`src/rtl/imem_loader_if.sv`:
```
// Descriptor handshake between an instruction-descriptor source and the imem loader.
// The source drives valid, last and the symbolic fields; the loader returns ready.
interface imem_loader_if;
   logic        in_valid;
   logic        in_ready;
   logic        in_last;
   logic [3:0]  in_kind;
   logic [4:0]  in_rs;
   logic [4:0]  in_rt;
   logic [4:0]  in_rd;
   logic [4:0]  in_shamt;
   logic [5:0]  in_funct;
   logic [15:0] in_imm;
   logic [25:0] in_target;

   modport master (
      output in_valid, in_last, in_kind, in_rs, in_rt, in_rd,
             in_shamt, in_funct, in_imm, in_target,
      input  in_ready
   );

   modport slave (
      input  in_valid, in_last, in_kind, in_rs, in_rt, in_rd,
             in_shamt, in_funct, in_imm, in_target,
      output in_ready
   );
endinterface

```
`src/rtl/imem_loader.sv`:
```
// Encodes symbolic instruction descriptors into MIPS words and writes them
// sequentially into instruction memory through a registered write port.
module imem_loader #(
   parameter int DEPTH = 64,
   parameter int AW    = 6
) (
   input  logic          clk,
   input  logic          reset,
   input  logic          start,
   imem_loader_if.slave  di,
   output logic          we,
   output logic [AW-1:0] waddr,
   output logic [31:0]   wdata,
   output logic [AW:0]   count,
   output logic          full,
   output logic          done,
   output logic          err
);

   typedef enum logic [1:0] {
      S_IDLE = 2'd0,
      S_LOAD = 2'd1,
      S_FULL = 2'd2
   } state_t;

   localparam logic [AW:0] DEPTH_C = (AW+1)'(DEPTH);

   state_t        state_q, state_d;
   logic [AW-1:0] ptr_q, ptr_d;
   logic [AW:0]   count_q, count_d;
   logic          full_q, full_d;
   logic          err_q, err_d;
   logic          we_q, we_d;
   logic [AW-1:0] waddr_q, waddr_d;
   logic [31:0]   wdata_q, wdata_d;
   logic          done_q, done_d;

   logic          in_ready;
   logic          accept;
   logic          legal;
   logic [AW:0]   count_inc;
   logic [31:0]   enc_word;

   // Opcode values match what the main control decoder expects per class.
   function automatic logic [5:0] kind_opcode(input logic [3:0] kind);
      logic [5:0] op;
      case (kind)
         4'd0:    op = 6'b000000;
         4'd1:    op = 6'b100011;
         4'd2:    op = 6'b101011;
         4'd3:    op = 6'b000100;
         4'd4:    op = 6'b000101;
         4'd5:    op = 6'b001010;
         4'd6:    op = 6'b001000;
         4'd7:    op = 6'b000010;
         default: op = 6'b000000;
      endcase
      return op;
   endfunction

   function automatic logic [31:0] encode(
      input logic [3:0]  kind,
      input logic [4:0]  rs,
      input logic [4:0]  rt,
      input logic [4:0]  rd,
      input logic [4:0]  shamt,
      input logic [5:0]  funct,
      input logic [15:0] imm,
      input logic [25:0] target
   );
      logic [5:0]  op;
      logic [31:0] word;
      op = kind_opcode(kind);
      case (kind)
         4'd0:    word = {op, rs, rt, rd, shamt, funct};
         4'd7:    word = {op, target};
         default: word = {op, rs, rt, imm};
      endcase
      return word;
   endfunction

   // start takes priority over a descriptor presented in the same cycle.
   assign in_ready    = (state_q == S_LOAD) && !start;
   assign di.in_ready = in_ready;
   assign accept      = di.in_valid && in_ready;
   assign legal       = !di.in_kind[3];
   assign count_inc   = count_q + (AW+1)'(1);
   assign enc_word    = encode(di.in_kind, di.in_rs, di.in_rt, di.in_rd,
                               di.in_shamt, di.in_funct, di.in_imm, di.in_target);

   always_comb begin
      state_d = state_q;
      ptr_d   = ptr_q;
      count_d = count_q;
      full_d  = full_q;
      err_d   = err_q;
      we_d    = 1'b0;
      waddr_d = waddr_q;
      wdata_d = wdata_q;
      done_d  = 1'b0;

      if (start) begin
         state_d = S_LOAD;
         ptr_d   = '0;
         count_d = '0;
         full_d  = 1'b0;
         err_d   = 1'b0;
      end else if (accept) begin
         if (legal) begin
            we_d    = 1'b1;
            waddr_d = ptr_q;
            wdata_d = enc_word;
            ptr_d   = ptr_q + AW'(1);
            count_d = count_inc;
            full_d  = (count_inc == DEPTH_C);
         end else begin
            err_d = 1'b1;
         end
         // A closing descriptor returns to IDLE even when it also fills memory.
         if (di.in_last) begin
            state_d = S_IDLE;
            done_d  = 1'b1;
         end else if (legal && (count_inc == DEPTH_C)) begin
            state_d = S_FULL;
         end
      end
   end

   always_ff @(posedge clk or posedge reset) begin
      if (reset) begin
         state_q <= S_IDLE;
         ptr_q   <= '0;
         count_q <= '0;
         full_q  <= 1'b0;
         err_q   <= 1'b0;
         we_q    <= 1'b0;
         waddr_q <= '0;
         wdata_q <= '0;
         done_q  <= 1'b0;
      end else begin
         state_q <= state_d;
         ptr_q   <= ptr_d;
         count_q <= count_d;
         full_q  <= full_d;
         err_q   <= err_d;
         we_q    <= we_d;
         waddr_q <= waddr_d;
         wdata_q <= wdata_d;
         done_q  <= done_d;
      end
   end

   assign we    = we_q;
   assign waddr = waddr_q;
   assign wdata = wdata_q;
   assign count = count_q;
   assign full  = full_q;
   assign done  = done_q;
   assign err   = err_q;

endmodule

```
`src/flat_wrapper.sv`:
```
// flat-port wrapper written by rule: the top's interface ports become plain ports
module imem_loader_flat 
#(
   parameter int DEPTH = 64,
   parameter int AW    = 6
)
  (clk, reset, start, we, waddr, wdata, count, full, done, err, di_in_valid, di_in_last, di_in_kind, di_in_rs, di_in_rt, di_in_rd, di_in_shamt, di_in_funct, di_in_imm, di_in_target, di_in_ready);
  imem_loader_if di_i ();
  input  logic clk;
  input  logic reset;
  input  logic start;
  output logic we;
  output logic [AW-1:0] waddr;
  output logic [31:0] wdata;
  output logic [AW:0] count;
  output logic full;
  output logic done;
  output logic err;
  input wire logic [$bits(di_i.in_valid)-1:0] di_in_valid;
  input wire logic [$bits(di_i.in_last)-1:0] di_in_last;
  input wire logic [$bits(di_i.in_kind)-1:0] di_in_kind;
  input wire logic [$bits(di_i.in_rs)-1:0] di_in_rs;
  input wire logic [$bits(di_i.in_rt)-1:0] di_in_rt;
  input wire logic [$bits(di_i.in_rd)-1:0] di_in_rd;
  input wire logic [$bits(di_i.in_shamt)-1:0] di_in_shamt;
  input wire logic [$bits(di_i.in_funct)-1:0] di_in_funct;
  input wire logic [$bits(di_i.in_imm)-1:0] di_in_imm;
  input wire logic [$bits(di_i.in_target)-1:0] di_in_target;
  output wire logic [$bits(di_i.in_ready)-1:0] di_in_ready;
  assign di_i.in_valid = di_in_valid;
  assign di_i.in_last = di_in_last;
  assign di_i.in_kind = di_in_kind;
  assign di_i.in_rs = di_in_rs;
  assign di_i.in_rt = di_in_rt;
  assign di_i.in_rd = di_in_rd;
  assign di_i.in_shamt = di_in_shamt;
  assign di_i.in_funct = di_in_funct;
  assign di_i.in_imm = di_in_imm;
  assign di_i.in_target = di_in_target;
  assign di_in_ready = di_i.in_ready;
  imem_loader #(.DEPTH(DEPTH), .AW(AW)) u_core (.clk(clk), .reset(reset), .start(start), .di(di_i), .we(we), .waddr(waddr), .wdata(wdata), .count(count), .full(full), .done(done), .err(err));
endmodule
```
`config.mk`:
```
export PLATFORM = sky130hd
export DESIGN_NAME = imem_loader_flat
export DESIGN_NICKNAME = d
export VERILOG_FILES = /design/src/rtl/imem_loader_if.sv /design/src/rtl/imem_loader.sv /design/src/flat_wrapper.sv
export SDC_FILE = /design/constraint.sdc
export NUM_CORES = 1
export LEC_CHECK = 0
export CORE_ASPECT_RATIO = 1.1
export CORE_MARGIN = 2
export CORE_UTILIZATION = 30
export DETAILED_ROUTE_END_ITERATION = 8
export MAX_ROUTING_LAYER = met4
export SYNTH_ARGS = -nofsm -noshare
export SYNTH_HDL_FRONTEND = slang
export SYNTH_SLANG_ARGS = --single-unit
```
`constraint.sdc`:
```
create_clock -name clk -period 1.6 [get_ports clk]
set_clock_uncertainty 0.1 [all_clocks]
set_input_delay 0.32 -clock clk [delete_from_list [all_inputs] [get_ports clk]]
set_output_delay 0.32 -clock clk [all_outputs]
set_load 0.05 [all_outputs]
```
==> impl_summary.log, run 1 <==
INFO  metric post_synthesis_area_per_instance = 10.12 um2
INFO  metric last-stage-reached = detailed routing (5_2_route)
INFO  metric run_status = stopped before the end
INFO  metric synth_largest_type_area_fraction = 47.92%
INFO  metric gp_congestion = 0.7370
INFO  metric synth_seq_area_share = 47.92%
INFO  metric mappedNetlistNets = 372
INFO  metric portBuffers = 125
INFO  metric grt_pass1_wl = 13.91 mm
INFO  metric synth_enable_flop_cells = 0
INFO  metric initial_core_utilization = 31.11%
INFO  metric syn-instance-count = 289
INFO  metric std_cell_rows = 37
INFO  metric antenna_violations_before_repair = 0
INFO  metric number_of_distinct_library_cells_after_synthesis = 42
INFO  metric ctsHoldBuffers = 0
INFO  metric ys_dominant_reg_cell = sky130_fd_sc_hd__dfrtp_1
INFO  metric synthesized_flop_and_latch_total = 56
INFO  metric synth_async_sr_flop_share = 100.0%
INFO  metric floorplan_die_height = 107.5 um
INFO  metric grt_pass1_vias = 2756
INFO  metric worst_endpoint_kind = sequential cell input
INFO  metric netlist.top_cell.by_area = sky130_fd_sc_hd__dfrtp_1
INFO  metric cts-htree-levels = 2
INFO  metric grt_start_max_net_pins = 22
INFO  metric cts_root_buffer = sky130_fd_sc_hd__clkbuf_8
INFO  metric stop_error = [ERROR DRT-0255] Maze Route cannot find path of net clk in worker of routeBox ( 48300 0 ) ( 98130 48300 ).
INFO  metric track_usage = 17.03%
INFO  metric number_of_sinks_handled_by_clock_tree_synthesis = 56
INFO  metric synth.cell_area = 2924 um2
INFO  metric ys_top_cells_by_area = sky130_fd_sc_hd__dfrtp_1 48%, sky130_fd_sc_hd__nor2_1 5.6%, sky130_fd_sc_hd__nand2_1 5.4%
INFO  metric place_hpwl = 6.408 mm
INFO  metric yosys_warnings = 0
INFO  metric largest_buffer_count_on_any_clock_path = 2
INFO  metric floorplan.io_pins = 127
INFO  metric grt_worst_setup_endpoint = u_core.state_q[1]$_DFFE_PP0P_/D
INFO  metric cts_made_buffers = 5
INFO  metric die_width = 98.13 um
INFO  metric gr-total-overflow = 0
[synthesized netlist by cell type (all sizes together), types with 2 or more instances]
library cell  number
dfrtp             56
nor2              44
nand2             42
o21ai             18
a2111oi           16
a22o              16
buf               14
mux2i             12
clkbuf             8
ha                 6
nand2b             6
xnor2              6
inv                4
nand3              4
nor2b              4
xor2               4
nor3               3
a21o               2
a21oi              2
nand3b             2
nor4               2
o31ai              2
[kinds of logic after synthesis]
logic type                 synth area share [%]
and+or+nand+nor                           17.89
xor gates and xnor gates                  2.995
DFF                                       47.92
AOI/OAI and AO/OA                         18.49
adders and majority gates                 2.567
other                                    0.1282
muxes                                     4.493
buffers and inverters                     5.519
[routing by layer]
layer and track usage (%):
met5 -, met4 4.110, met3 4.416, met2 27.15, met1 21.94
[what timing repair did]
action,in CTS,in global routing
resized for setup,20,41
buffers inserted,4,5
hold endpoints to repair,0,0
endpoints found under the setup margin,43,25
gates cloned,0,2
pin swaps,2,11
[stage by stage]
step | cell area (um2) | TNS (ps) | cells | setup WS, ps | util, %
floorplan | 3177 | -822.5 | 289 | -163.1 | -
global placement | 5199 | -27100 | 539 | -757.4 | 55.32
detailed placement | 5199 | -28570 | 539 | -806.1 | 55.32
CTS | 5353 | -21.82 | 551 | -12.49 | 56.96
global route | 5625 | -1524 | 558 | -131.4 | 59.86
==> run 2, diff against run 1 <==
- CORE_ASPECT_RATIO: 1.1 -> not set
- CORE_UTILIZATION: 30 -> 20
- MAX_ROUTING_LAYER: met4 -> not set
- PLACE_DENSITY_LB_ADDON: not set -> 0.15
- clock period: 1.6 -> 2.1 ns (I/O delays scaled with it)
==> run 2 against run 1 <==
  * The run now ends clean
  * Area after synthesis is the same
  * Global-route usage shrank 4.7 points
  * Synthesized cell count is the same
==> impl_summary.log, run 2 <==
INFO  metric run_status = completed
INFO  metric cts-htree-levels = 2 (unchanged)
INFO  metric mostFrequentLayoutCells = 108 x sky130_fd_sc_hd__clkdlybuf4s50_1, 56 x sky130_fd_sc_hd__dfrtp_1, 44 x sky130_fd_sc_hd__nor2_1
INFO  metric switching_power = 0.001279 W
INFO  metric mappedNetlistNets = 372 (unchanged)
INFO  metric layout_worst_path_cycle_share = 96.88%
INFO  metric die_width = 124.9 um (+27%)
INFO  metric portBuffers = 125 (unchanged)
INFO  metric place_hpwl = 6.615 mm (+3.2%)
INFO  metric critical_path_class = in2out
INFO  metric fillers = 1522
INFO  metric netlist.top_cell.by_area = sky130_fd_sc_hd__dfrtp_1
INFO  metric crit_fanout = 2
INFO  metric routed_wl = 9.444 mm
INFO  metric drtIter0Drc = 107
INFO  metric wl_per_cell = 15.41 um
INFO  metric synthesized_flop_and_latch_total = 56 (unchanged)
INFO  metric ctsHoldBuffers = 0 (unchanged)
INFO  metric core_region_area = 14420 um2
INFO  metric fp.dieArea = 15600 um2
INFO  metric worstMarginPinSlew = 560.6 ps
INFO  metric grt_pass1_vias = 2690 (-2.4%)
INFO  metric r2r-start = u_core.count[0]$_DFFE_PP0P_
INFO  metric cell_area_power_density = 726.3 nW/um2
INFO  metric yosys_warnings = 0 (unchanged)
INFO  metric std_cell_rows = 44 (+19%)
INFO  metric worst_ir_drop_vdd = 0.0003065 V
INFO  metric arrival = 1510 ps
INFO  metric p_int = 0.002266 W
INFO  metric layout.cells.most_common = sky130_fd_sc_hd__clkdlybuf4s50_1
INFO  metric grt_pass1_wl = 15.16 mm (+9.0%)
INFO  metric floorplan_die_height = 124.9 um (+16%)
INFO  metric insertion_delay = 300 ps
INFO  metric antenna_violations_before_repair = 0 (unchanged)
INFO  metric floorplan.io_pins = 127 (unchanged)
INFO  metric track_usage = 12.32% (-4.7 points)
INFO  metric drv_slew = 0
INFO  metric cts_root_buffer = sky130_fd_sc_hd__clkbuf_16
INFO  metric critPathCaptureType = primary output
INFO  metric post_synthesis_area_per_instance = 10.12 um2 (unchanged)
INFO  metric synth_most_common_cell = sky130_fd_sc_hd__dfrtp_1
INFO  metric cts_made_buffers = 5 (unchanged)
INFO  metric slew_headroom = 62.53%
INFO  metric postRouteAntennaNets = 0
INFO  metric synth_seq_area_share = 47.92% (unchanged)
INFO  metric synth_largest_type_area_fraction = 47.92% (unchanged)
INFO  metric required = 1580 ps
INFO  metric clockPowerShare = 28.2%
INFO  metric achievable-frequency = 491.5 MHz
INFO  metric ys_top_cells_by_count = 56 x sky130_fd_sc_hd__dfrtp_1, 44 x sky130_fd_sc_hd__nor2_1, 42 x sky130_fd_sc_hd__nand2_1
INFO  metric comb_power_share = 35.5%
INFO  metric power.share.switching = 36.08%
INFO  metric largest_register_ff_count = 31
INFO  metric vias = 2619
INFO  metric route.detailed.vias_per_inst = 4.272
INFO  metric register_area = 1401 um2
INFO  metric area_growth = 66.92%
INFO  metric cap_viol_max_count = 0
INFO  metric n_antenna_cell = 0
INFO  metric design.final.nets = 511
INFO  metric report.power.total = 0.003545 W
INFO  metric synth_enable_flop_cells = 0 (unchanged)
INFO  metric initial_core_utilization = 20.27% (-11 points)
INFO  metric syn-instance-count = 289 (unchanged)
INFO  metric worstSetupStartpointType = input pin
INFO  metric clkSlewWorstSetupHoldPaths = 70 ps
INFO  metric detail_route.drc_violations = 0
INFO  metric number_of_distinct_library_cells_after_synthesis = 42 (unchanged)
INFO  metric proportion_of_power_drawn_by_flip_flops_and_latches = 36.3%
INFO  metric largest_buffer_count_on_any_clock_path = 2 (unchanged)
INFO  metric min-delay-path-class = in2async
INFO  metric dr.pass1.iters = 4
INFO  metric ys_dominant_reg_cell = sky130_fd_sc_hd__dfrtp_1
INFO  metric synth.cell_area = 2924 um2 (unchanged)
INFO  metric synth_async_sr_flop_share = 100.0% (unchanged)
INFO  metric final-hold-violation-count = 0
INFO  metric grt_start_max_net_pins = 41 (+86%)
INFO  metric multi_input_area = 1555 um2
INFO  metric gp_congestion = 0.7598 (+3.1%)
INFO  metric ys_top_cells_by_area = sky130_fd_sc_hd__dfrtp_1 48%, sky130_fd_sc_hd__nor2_1 5.6%, sky130_fd_sc_hd__nand2_1 5.4%
INFO  metric setup_total_negative_slack = 0 ps
INFO  metric drive_above_1_share = 18.41%
INFO  metric final_period_minus_worst_setup_slack = 2034 ps
INFO  metric tritoncts = built
INFO  metric number_of_sinks_handled_by_clock_tree_synthesis = 56 (unchanged)
INFO  metric setup_viol = 0
INFO  metric total_leakage_power = 2.063 nW
INFO  metric startpoint = start
INFO  metric gr-total-overflow = 0 (unchanged)
INFO  metric rsz0062_at_grt = no
## run 2: critical path, cell delays in order
cell	delay, ps
sky130_fd_sc_hd__clkdlybuf4s50_1	420
sky130_fd_sc_hd__buf_4	140
sky130_fd_sc_hd__nand2b_1	150
sky130_fd_sc_hd__nor2_1	200
sky130_fd_sc_hd__buf_12	170
## run 2: layout make-up
cell class	instances	share of cell area (%)
clock inverter	3	0.9741
timing repair buffer	152	30.68
clock buffer	5	2.563
inverter	5	0.4871
sequential	56	28.71
tap	184	4.717
multi-input combinational	208	31.86
## run 2: layer usage
layer  up-vias  global-route usage [%]  routed length (um)
li1       1286                       -                   -
met1      1222                   17.12                4487
met2       105                   17.94                3943
met3         6                   5.241                 921
met4         0                   2.549                  91
met5         -                       0                   0
## run 2: timing repair
| action | in CTS | in global routing |
|---|---|---|
| setup endpoints to repair | 16 | 25 |
| setup buffers | 5 | 0 |
| resized for setup | 20 | 11 |
| pin swaps | 2 | 4 |
| gates cloned | 2 | 0 |
## run 2: path summary, 6_finish.rpt
check | end | slack, ps | cells past startpoint
hold reg to reg | u_core.wdata[20]$_DFFE_PP0P_ | 380 | 2
setup reg to reg | u_core.full$_DFFE_PP0P_ | 340 | 5
max in group asynchronous | u_core.wdata[4]$_DFFE_PP0P_ | 1070 | 3
hold / removal | u_core.wdata[7]$_DFFE_PP0P_ | 320 | 2
min in group clk | u_core.wdata[20]$_DFFE_PP0P_ | 380 | 2
setup / recovery | di_in_ready | 70 | 5
## run 2: logic make-up after synthesis
logic type               share of synthesized area, %
AND/OR/NAND/NOR                                 17.89
AO/OA/AOI/OAI                                   18.49
flip-flops                                      47.92
buffers and inverters                           5.519
multiplexers                                    4.493
XOR/XNOR                                        2.995
adder cells (fa/ha/maj)                         2.567
other                                          0.1282
## run 2: metrics by stage
stage	instance area (um2)	utilization (%)	cells	hold slack (ps)	worst slack, ps
after CTS	4775	33.10	613	333.8	4.368
after floorplan	2924	-	289	359.8	110.5
after detailed placement	4461	30.92	598	371.6	-491.7
final	4881	33.84	613	324.0	65.62
after global routing	4881	33.84	613	351.8	28.66
after global placement	4461	30.92	598	362.2	-366.2
## run 2: power groups by stage
stage / Combinational (W) / Clock, W / Sequential (W)
detailed placement: 0.00122 / 0 / 0.00131
finish: 0.00126 / 0.00100 / 0.00129
global placement: 0.00122 / 0 / 0.00130
floorplan: 0.000241 / 0 / 0.00177
CTS: 0.00126 / 0.00105 / 0.00129
global route: 0.00133 / 0.00109 / 0.00131
Note: power is estimated with default switching activity, not from simulation.
==> run 3, diff against run 2 <==
- SETUP_SLACK_MARGIN: not set -> 0.5
==> run 3 against run 2 <==
  * Non-clock buffer count increased by 15
  * First-iteration DRC count decreased by 21%
  * Via count increased by 3.1%
  * Critical path depth increased by 6
  * Combinational power increased by 3%
  * Register-to-register slack improved by 130 ps
  * Sequential share of layout area decreased by 2.5 points
  * Clock power decreased by 13%
  * Final area increased by 10%
  * Critical path type is now in2reg
  * Largest cell class is now buffers
  * Largest power group is now combinational cells
==> impl_summary.log, run 3 (synthesis gave the netlist of run 2 again) <==
INFO  metric power.share.switching = 36.71% (+0.62 points)
INFO  metric track_usage = 12.32% (about the same)
INFO  metric largest_register_ff_count = 31 (unchanged)
INFO  metric p_int = 0.002188 W (-3.5%)
INFO  metric area_growth = 83.70%
INFO  metric switching_power = 0.001269 W (-0.82%)
INFO  metric worst_r2r_path_depth = 5 (unchanged)
INFO  metric min-delay-path-class = reg2reg
INFO  metric initial_core_utilization = 20.27% (unchanged)
INFO  metric number_of_sinks_handled_by_clock_tree_synthesis = 56 (unchanged)
INFO  metric grt_start_max_net_pins = 57 (+39%)
INFO  metric achievable-frequency = 582.3 MHz (+18%)
INFO  metric detail_route.drc_violations = 0 (unchanged)
INFO  metric regToRegEndpoint = u_core.state_q[0]$_DFFE_PP0P_
INFO  metric comb_power_share = 37.7% (+2.2 points)
INFO  metric largest_buffer_count_on_any_clock_path = 2 (unchanged)
INFO  metric design.final.nets = 524 (+2.5%)
INFO  metric floorplan.io_pins = 127 (unchanged)
INFO  metric cts-htree-levels = 2 (unchanged)
INFO  metric clkSlewWorstSetupHoldPaths = 80 ps (about the same)
INFO  metric core_region_area = 14420 um2 (unchanged)
INFO  metric worstSetupStartpointType = input pin
INFO  metric slowest_delay = 270 ps (-150 ps)
INFO  metric cap_viol_max_count = 0 (unchanged)
INFO  metric clockPowerShare = 25.1% (-3.1 points)
INFO  metric run_status = completed
INFO  metric fin_worst_hold_slack = 368.9 ps (+44.93 ps)
INFO  metric wl_per_cell = 15.31 um (-0.65%)
INFO  metric layoutNonFillerInstCount = 626 (+2.1%)
INFO  metric drive_above_1_share = 35.97% (+18 points)
INFO  metric routed_wl = 9.582 mm (+1.5%)
INFO  metric arrival = 1800 ps (+290 ps)
INFO  metric ordered_list_of_cells_on_the_worst_path = buf_6, buf_8, inv_12, ha_4, nor2b_4, buf_12, buf_12, buf_6, a22o_1, a2111oi_4, nor2_1
INFO  metric portBuffers = 125 (unchanged)
INFO  metric grt_pass1_wl = 15.30 mm (+0.91%)
INFO  metric ctsHoldBuffers = 0 (unchanged)
INFO  metric dp_cells = 599 (+0.17%)
INFO  metric drtIter0Drc = 84 (-21%)
INFO  metric std_cell_rows = 44 (unchanged)
INFO  metric tritoncts = built
INFO  metric worst_path_max_delay_cell = sky130_fd_sc_hd__a2111oi_4
INFO  metric mostFrequentLayoutCells = 70 x sky130_fd_sc_hd__clkdlybuf4s50_1, 49 x sky130_fd_sc_hd__dfrtp_1, 43 x sky130_fd_sc_hd__nor2_1
INFO  metric insertion_delay = 290 ps (about the same)
INFO  metric required = 2180 ps (+600 ps)
INFO  metric critical_path_class = in2reg
INFO  metric fillers = 1457 (-4.3%)
INFO  metric reg2reg_slack = 470 ps (+130 ps)
INFO  metric critical_path_cell_count = 11 (+6)
INFO  metric multi_input_area = 1725 um2 (+11%)
INFO  metric gp_congestion = 0.7028 (-7.5%)
INFO  metric vias = 2700 (+3.1%)
INFO  metric place_ws = -380.4 ps (+111.3 ps)
INFO  metric critPathCaptureType = flop
INFO  metric cell_area_power_density = 643.4 nW/um2 (-11%)
INFO  metric cts_root_buffer = sky130_fd_sc_hd__clkbuf_16
INFO  metric register_area = 1410 um2 (+0.63%)
INFO  metric drv_slew = 0 (unchanged)
INFO  metric rsz0062_at_grt = yes
INFO  metric dr.pass1.iters = 4 (unchanged)
INFO  metric die_width = 124.9 um (unchanged)
INFO  metric final_critical_path_setup_slack = 382.7 ps (+317.1 ps)
INFO  metric floorplan_die_height = 124.9 um (unchanged)
INFO  metric timing.hold.worst_endpoint = u_core.waddr[4]$_DFFE_PP0P_
INFO  metric final-hold-violation-count = 0 (unchanged)
INFO  metric final_period_minus_worst_setup_slack = 1717 ps (-317.1 ps)
INFO  metric cts_made_buffers = 5 (unchanged)
INFO  metric grt_pass1_vias = 2855 (+6.1%)
INFO  metric setup_total_negative_slack = 0 ps (unchanged)
INFO  metric worst_ir_drop_vdd = 0.0002408 V (-21%)
INFO  metric crit_fanout = 5 (+3)
INFO  metric fp.dieArea = 15600 um2 (unchanged)
INFO  metric timing.critical_path.buf_inv = 6 (+3)
INFO  metric layout_worst_path_cycle_share = 81.77% (-15 points)
INFO  metric finalCoreUtilization = 37.24% (+3.4 points)
INFO  metric route.detailed.vias_per_inst = 4.313 (+0.95%)
INFO  metric r2r-start = u_core.state_q[1]$_DFFE_PP0P_
INFO  metric proportion_of_power_drawn_by_flip_flops_and_latches = 37.3% (+1.0 points)
INFO  metric critPathTopFamily = buffers and inverters
INFO  metric setup_viol = 0 (unchanged)
INFO  metric layout.cells.most_common = sky130_fd_sc_hd__clkdlybuf4s50_1
INFO  metric n_antenna_cell = 0 (unchanged)
INFO  metric hold_sp = u_core.waddr[4]$_DFFE_PP0P_
INFO  metric worst_hold_path.num_cells = 2
INFO  metric total_leakage_power = 2.233 nW (+8.2%)
INFO  metric postRouteAntennaNets = 0 (unchanged)
INFO  metric gr-total-overflow = 0 (unchanged)
INFO  metric place_hpwl = 6.651 mm (+0.55%)
INFO  metric antenna_violations_before_repair = 0 (unchanged)
run 3: through the flow:
step / power, W / area, um2
2_1_floorplan: 0.002064 / 3268
3_3_place_gp: 0.002583 / 4753
3_5_place_dp: 0.002592 / 4753
4_1_cts: 0.003483 / 5157
5_1_grt: 0.003628 / 5371
6_report: 0.003456 / 5371
run 3: power by group through the flow:
stage          combinational (W)  sequential (W)  clock, W
2_1_floorplan           0.000295         0.00177         0
3_3_place_gp             0.00128         0.00131         0
3_5_place_dp             0.00128         0.00131         0
4_1_cts                  0.00128         0.00129  0.000908
5_1_grt                  0.00138         0.00131  0.000945
6_report                 0.00130         0.00129  0.000866
run 3: timing repair:
| action | 4_1_cts | 5_1_grt |
|---|---|---|
| gates cloned | 2 | 3 |
| setup buffers | 8 | 6 |
| setup endpoints to repair | 94 | 39 |
| gates resized for setup | 153 | 25 |
| pin swaps | 17 | 17 |
run 3: routing by layer:
| layer | vias up | global-route usage [%] | part of all wire [%] |
|---|---|---|---|
| met5 | - | 0 | 0 |
| met3 | 5 | 2.491 | 4.4 |
| met1 | 1308 | 16.08 | 45 |
| met2 | 69 | 20.96 | 49 |
| met4 | 0 | 3.137 | 0.94 |
| li1 | 1318 | - | - |
run 3: tightest hold or removal path, cell delays in order (launching register included):
cell and delay, ps:
sky130_fd_sc_hd__dfrtp_1 340, sky130_fd_sc_hd__nand2_1 50, sky130_fd_sc_hd__nand2_1 50
run 3: cell type report:
class / count / area share [%]
clock buffer: 6 / 2.586
clock inverter: 2 / 0.1863
inverter: 5 / 1.025
multi-input combinational: 206 / 32.12
sequential: 56 / 26.25
tap: 184 / 4.286
timing repair buffer: 167 / 33.54
run 3: worst max path at each step:
stage / endpoint / startpoint
final: u_core.wdata[14]$_DFFE_PP0P_ / di_in_kind[1]
after detailed placement: u_core.wdata[15]$_DFFE_PP0P_ / di_in_kind[0]
after floorplan: u_core.state_q[0]$_DFFE_PP0P_ / u_core.count[1]$_DFFE_PP0P_
after CTS: u_core.wdata[14]$_DFFE_PP0P_ / di_in_kind[1]
after global routing: u_core.wdata[14]$_DFFE_PP0P_ / di_in_kind[1]
after global placement: u_core.wdata[15]$_DFFE_PP0P_ / di_in_kind[0]
==> edit 1, RTL diff (settings of run 3) <==
Reset style: synchronous (`reset`), changed in one clocked block.
--- a/src/rtl/imem_loader.sv
+++ b/src/rtl/imem_loader.sv
@@ -128,3 +128,3 @@
 
-   always_ff @(posedge clk or posedge reset) begin
+   always_ff @(posedge clk) begin
       if (reset) begin
Formal check against the unedited RTL: differs if reset is asserted again (counterexample within 4 cycles, from zero or initial values and one cycle with reset high); with reset held inactive, the same outputs for 10 cycles.
==> edit 1 against run 3 <==
  * Cell area down 11%
  * First-iteration DRC count shrank 7.1%
  * Setup slack improved by 0.12 ns
  * Area after synthesis fell by 8.8%
  * Routed wire length decreased by 9.1%
  * Final cell count is 1.9% lower
  * Sequential cell count stayed put
Power is not compared: it rests on default switching activity, and its combinational part moved more than twofold at a synthesized area within 25%.
==> edit 1: results (changes against run 3) <==
stage	metric	value	unit	change
status	status	completed		
synth	Synth area leaders	dfxtp_1 42%, nor2_1 6.3%, a311oi_2 5.6%, nand2_1 5.6%, mux2i_1 5.3%		
global_routing	initial antenna violation count	0		unchanged
clock_tree	Skew-Pair Late Insertion Delay	0.30	ns	
worst_setup_path	r2r setup slk	0.54	ns	+0.07 ns
synth	Synth cell types	39		-7.1%
synth	XOR/XNOR Fraction of Synth Area	0.0394		+0.00945
detailed_routing	vias per cell	4.30		-0.20%
worst_setup_path	worst reg-to-reg path cell count	6		+1
synth	adder-cell area share of the yosys netlist	0.0235		-0.00222
clock_tree	clk slew on worst S/H paths	0.07	ns	
synth	ys async rst share	0		-1.00
placed_design	port bufs	125		unchanged
timing	Max Slew Vio Count	0		unchanged
detailed_routing	wire per inst	14.2	um	-7.3%
worst_hold_path	HP Class	in -> reg		
global_routing	GRT Util Overall	0.125		+0.00188
worst_setup_path	crit-path max FO	8		+3
worst_hold_path	Hold Crit Depth	2		unchanged
worst_hold_path	Hold EP	u_core.wdata[25]		
synth	commonest cells in the netlist	56 x dfxtp_1, 45 x nor2_1, 40 x nand2_1, 16 x a22oi_1, 15 x a211oi_1		
cells_and_area	share of cells above drive strength 1	0.320		-0.0401
synth	syn nets	374		+0.54%
worst_hold_path	hold path startpoint	reset		
placed_design	DP Wirelength	6180	um	-7.0%
synth	register area share after synthesis	0.420		-0.0590
worst_setup_path	Slowest cell on crit path	a311oi_2		
global_routing	vias in the first global route	2707		-5.2%
placed_design	Placed Instances	595		-0.67%
synth	mux cell area share after synthesis	0.0525		+0.00760
global_routing	global-route wire length before repair	14000	um	-8.6%
cells_and_area	Final #Nets	519		-0.95%
clock_tree	clk buf depth	2		unchanged
clock_tree	TritonCTS buffer count	5		unchanged
synth	yosys warns	0		unchanged
worst_setup_path	Worst R2R End	u_core.wdata[13]		
synth	Avg Cell Area, Syn	9.14	um^2	-9.7%
worst_setup_path	Crit path largest cell delay	0.24	ns	-0.03 ns
global_routing	largest net degree at the start of global routing	38		-33%
detailed_routing	DRT iter0 DRCs	78		-7.1%
synth	compound-gate portion of the synthesized area	0.203		+0.0178
placed_design	gp weighted congestion	0.748		+6.4%
worst_setup_path	Data arrival, critical path	1.71	ns	-0.09 ns
cells_and_area	# fillers	1383		-5.1%
power	net switching power	631	uW	
worst_setup_path	R2R Path Start	u_core.state_q[1]		
cells_and_area	synthesis-to-layout area growth	79.1	%	
cells_and_area	Layout Cells excl Fill	614		-1.9%
synth	Top FF cell, synth	dfxtp_1		
placed_design	Placement Cell Area	4270	um^2	-10%
## edit 1: layout make-up
class,instances,area share
Inverter,4,0.00733
Clock buffer,7,0.0319
Multi-Input combinational cell,208,0.311
Tap cell,176,0.0461
Sequential cell,56,0.238
Timing Repair Buffer,162,0.359
Clock inverter,1,0.00628
## edit 1: layer usage
metal	GRT usage	vias up	share of wire
met4	0.0331	0	0.011
met1	0.158	1210	0.45
met3	0.0556	7	0.096
met5	0	-	0
met2	0.194	101	0.44
li1	-	1325	-
## edit 1: worst max-delay path by stage
| stage | from | end | slack (ns) | cells after the start |
|---|---|---|---|---|
| floorplan | di_in_kind[1] | u_core.wdata[10] | 0.46 | 6 |
| finish | di_in_kind[1] | u_core.wdata[6] | 0.51 | 10 |
| global route | u_core.state_q[1] | u_core.wdata[18] | 0.47 | 6 |
| CTS | u_core.count[6] | count[6] | 0.46 | 1 |
| detailed placement | di_in_kind[1] | u_core.wdata[11] | -0.26 | 9 |
| global placement | di_in_kind[1] | u_core.wdata[13] | -0.22 | 9 |
## edit 1: critical path, delay by kind of cell
kind                       cells  cell delay [ns]
and+or+nand+nor                3             0.42
AOI/OAI and AO/OA              1             0.24
adders and majority gates      1             0.15
buffers and inverters          5             0.47
## edit 1: metrics by stage
stage               setup WS, ns  power (mW)  hold slack, ns  TNS [ns]
floorplan                  0.456        1.31           0.344         0
global placement          -0.222        1.55           0.351     -5.16
detailed placement        -0.258        1.55           0.351     -5.28
CTS                        0.455        2.63           0.275         0
global route               0.468        2.70           0.279         0
finish                     0.507        2.59           0.288         0
## edit 1: timing repair
action	4_1_cts	5_1_grt
gates resized for setup	155	19
pin swaps	15	10
setup endpoints to repair	91	33
cloned	4	0
setup buffers	7	0
==> edit 2, RTL diff (config.mk and constraints of run 3) <==
Without the edit above. `AW` is set to 6 in 2 places; all go to 7.
--- a/src/rtl/imem_loader.sv
+++ b/src/rtl/imem_loader.sv
@@ -4,3 +4,3 @@
    parameter int DEPTH = 64,
-   parameter int AW    = 6
+   parameter int AW    = 7
 ) (
--- a/src/flat_wrapper.sv
+++ b/src/flat_wrapper.sv
@@ -4,3 +4,3 @@
    parameter int DEPTH = 64,
-   parameter int AW    = 6
+   parameter int AW    = 7
 )
Ports: changed (resized count and waddr); port bits go from 127 to 129. The function was not compared with the original's and may differ.
==> edit 2 against run 3 <==
  * Clock power up 52%
  * Largest cell class unchanged
  * Area after synthesis fell by 2.3%
  * Total power is 11% higher
  * First-iteration DRC count up 39%
  * Via count up 2.5%
  * Register-to-register slack worse by 0.22 ns
  * Sequential cell count rose by 3
  * Global-route usage is 0.60 points higher
  * Setup slack got worse by 0.13 ns
  * Routed wire length fell by 3.9%
  * Sequential share of layout area grew 3.9 points
  * Cell area down 8.4%
  * Synthesized cell count is 4.5% higher
==> edit 2: results (changes against run 3) <==
stage	metric	value	unit	change
synth	Synth area leaders	dfrtp_1 52%, nand2_1 9.2%, o21ai_1 4.6%, mux2i_1 4.2%, a22oi_1 4.2%		
worst_setup_path	Crit path largest cell delay	0.42	ns	+0.15 ns
power	peak supply drop	347	uV	+44%
clock_tree	post-cts resize count	121		-21%
cells_and_area	max reg flops	31		unchanged
detailed_routing	M1 wire length	3960	um	-8.6%
worst_setup_path	CP delay by family, top	simple AND/OR/NAND/NOR gates		
detailed_routing	metal2 WL	4430	um	-6.7%
clock_tree	# H-tree levels	3		+1
power	Leak Pwr	2.17	nW	-2.9%
global_routing	met3 Use GR	0.0323		+0.00737
placed_design	port bufs	127		+1.6%
worst_setup_path	Slowest cell on crit path	dfrtp_2		
clock_tree	clk slew on worst S/H paths	0.05	ns	-0.03 ns
status	status	completed		
placed_design	Placed Instances	621		+3.7%
placed_design	pre-CTS setup slack	-0.0854	ns	+0.295 ns
clock_tree	post-CTS setup buffers	5		-3
global_routing	Global Route met2 Usage	0.205		-0.00457
synth	yosys warns	0		unchanged
clock_tree	TritonCTS buffer count	9		+4
global_routing	global-route wire length before repair	15000	um	-1.9%
synth	syn nets	385		+3.5%
detailed_routing	DRT iter0 DRCs	117		+39%
detailed_routing	wire length on met3	654	um	+57%
cells_and_area	share of cells above drive strength 1	0.286		-0.0737
worst_setup_path	worst reg-to-reg path cell count	5		unchanged
placed_design	DP Wirelength	6780	um	+1.9%
synth	Synth Instances	302		+4.5%
global_routing	GRT Util Overall	0.129		+0.00600
cells_and_area	Diodes inserted	0		unchanged
timing	final hold violations	0		unchanged
synth	top-count cell post-synth	nand2_1		
worst_hold_path	HP Class	in -> async		
detailed_routing	drt pass-1 iters	6		+2
worst_setup_path	crit-path max FO	3		-2
detailed_routing	top layer in use	met4		
worst_setup_path	Data arrival, critical path	1.95	ns	+0.15 ns
global_routing	largest net degree at the start of global routing	30		-47%
synth	ys async rst share	1.00		unchanged
detailed_routing	drt total wl	9210	um	-3.9%
global_routing	met1 Usage GRT	0.165		+0.00399
clock_tree	Skew-Pair Late Insertion Delay	0.33	ns	+0.04 ns
synth	Synth cell types	46		+9.5%
detailed_routing	vias per cell	4.29		-0.54%
synth	commonest cells in the netlist	70 x nand2_1, 59 x dfrtp_1, 30 x nor2_1, 26 x o21ai_1		
placed_design	gp weighted congestion	0.746		+6.2%
cells_and_area	Final #Nets	544		+3.8%
global_routing	initial antenna violation count	0		unchanged
synth	register area share after synthesis	0.517		+0.0374
clock_tree	clk buf depth	2		unchanged
detailed_routing	wire per inst	14.3	um	-6.7%
clock_tree	Root Buffer	clkbuf_16		
[edit 2: cell types whose count changed after synthesis, sizes merged, moves of 4 or more]
cell,delta
a31oi,+15
o21ai,+9
nand2b,-6
a2111oi,-16
a22oi,+17
nand2,+28
nor2,-13
a22o,-15
buf,-4
[edit 2: cell type report]
cell class	count	area (um^2)
clock buffer	12	246
multi-input combinational	220	1380
sequential	59	1480
timing repair buffer	165	1540
tap	180	225
fill	1440	9010
inverter	6	33.8
clock inverter	3	15.0
[edit 2: power breakdown]
part	internal (mW)	total [mW]	switching [mW]
Combinational	0.400	1.15	0.753
Sequential	1.27	1.35	0.0733
Clock	0.817	1.32	0.504
Total	2.49	3.82	1.33
[edit 2: worst paths after layout]
kind / startpoint / endpoint / slack [ns]
max in group asynchronous: reset / u_core.count[4] / 1.06
worst min-delay path: reset / u_core.count[7] / 0.36
worst max-delay path: u_core.count[1] / u_core.state_q[0] / 0.25
min in group clk: u_core.waddr[6] / u_core.waddr[6] / 0.36
worst min register to register: u_core.waddr[6] / u_core.waddr[6] / 0.36
worst max register to register: u_core.count[1] / u_core.state_q[0] / 0.25
[edit 2: kinds of logic after synthesis]
logic type | Yosys count | synth area share
AND/OR/NAND/NOR | 120 | 0.189
AO/OA/AOI/OAI | 74 | 0.169
flip-flops | 59 | 0.517
buffers and inverters | 23 | 0.0342
multiplexers | 12 | 0.0420
XOR/XNOR | 7 | 0.0215
adder cells (fa/ha/maj) | 6 | 0.0263
other | 1 | 0.00131
[edit 2: metrics by stage]
stage,utilization,cell area [um^2]
detailed placement,0.331,4610
global placement,0.331,4610
CTS,0.358,4990
floorplan,-,3010
finish,0.353,4920
global route,0.353,4920
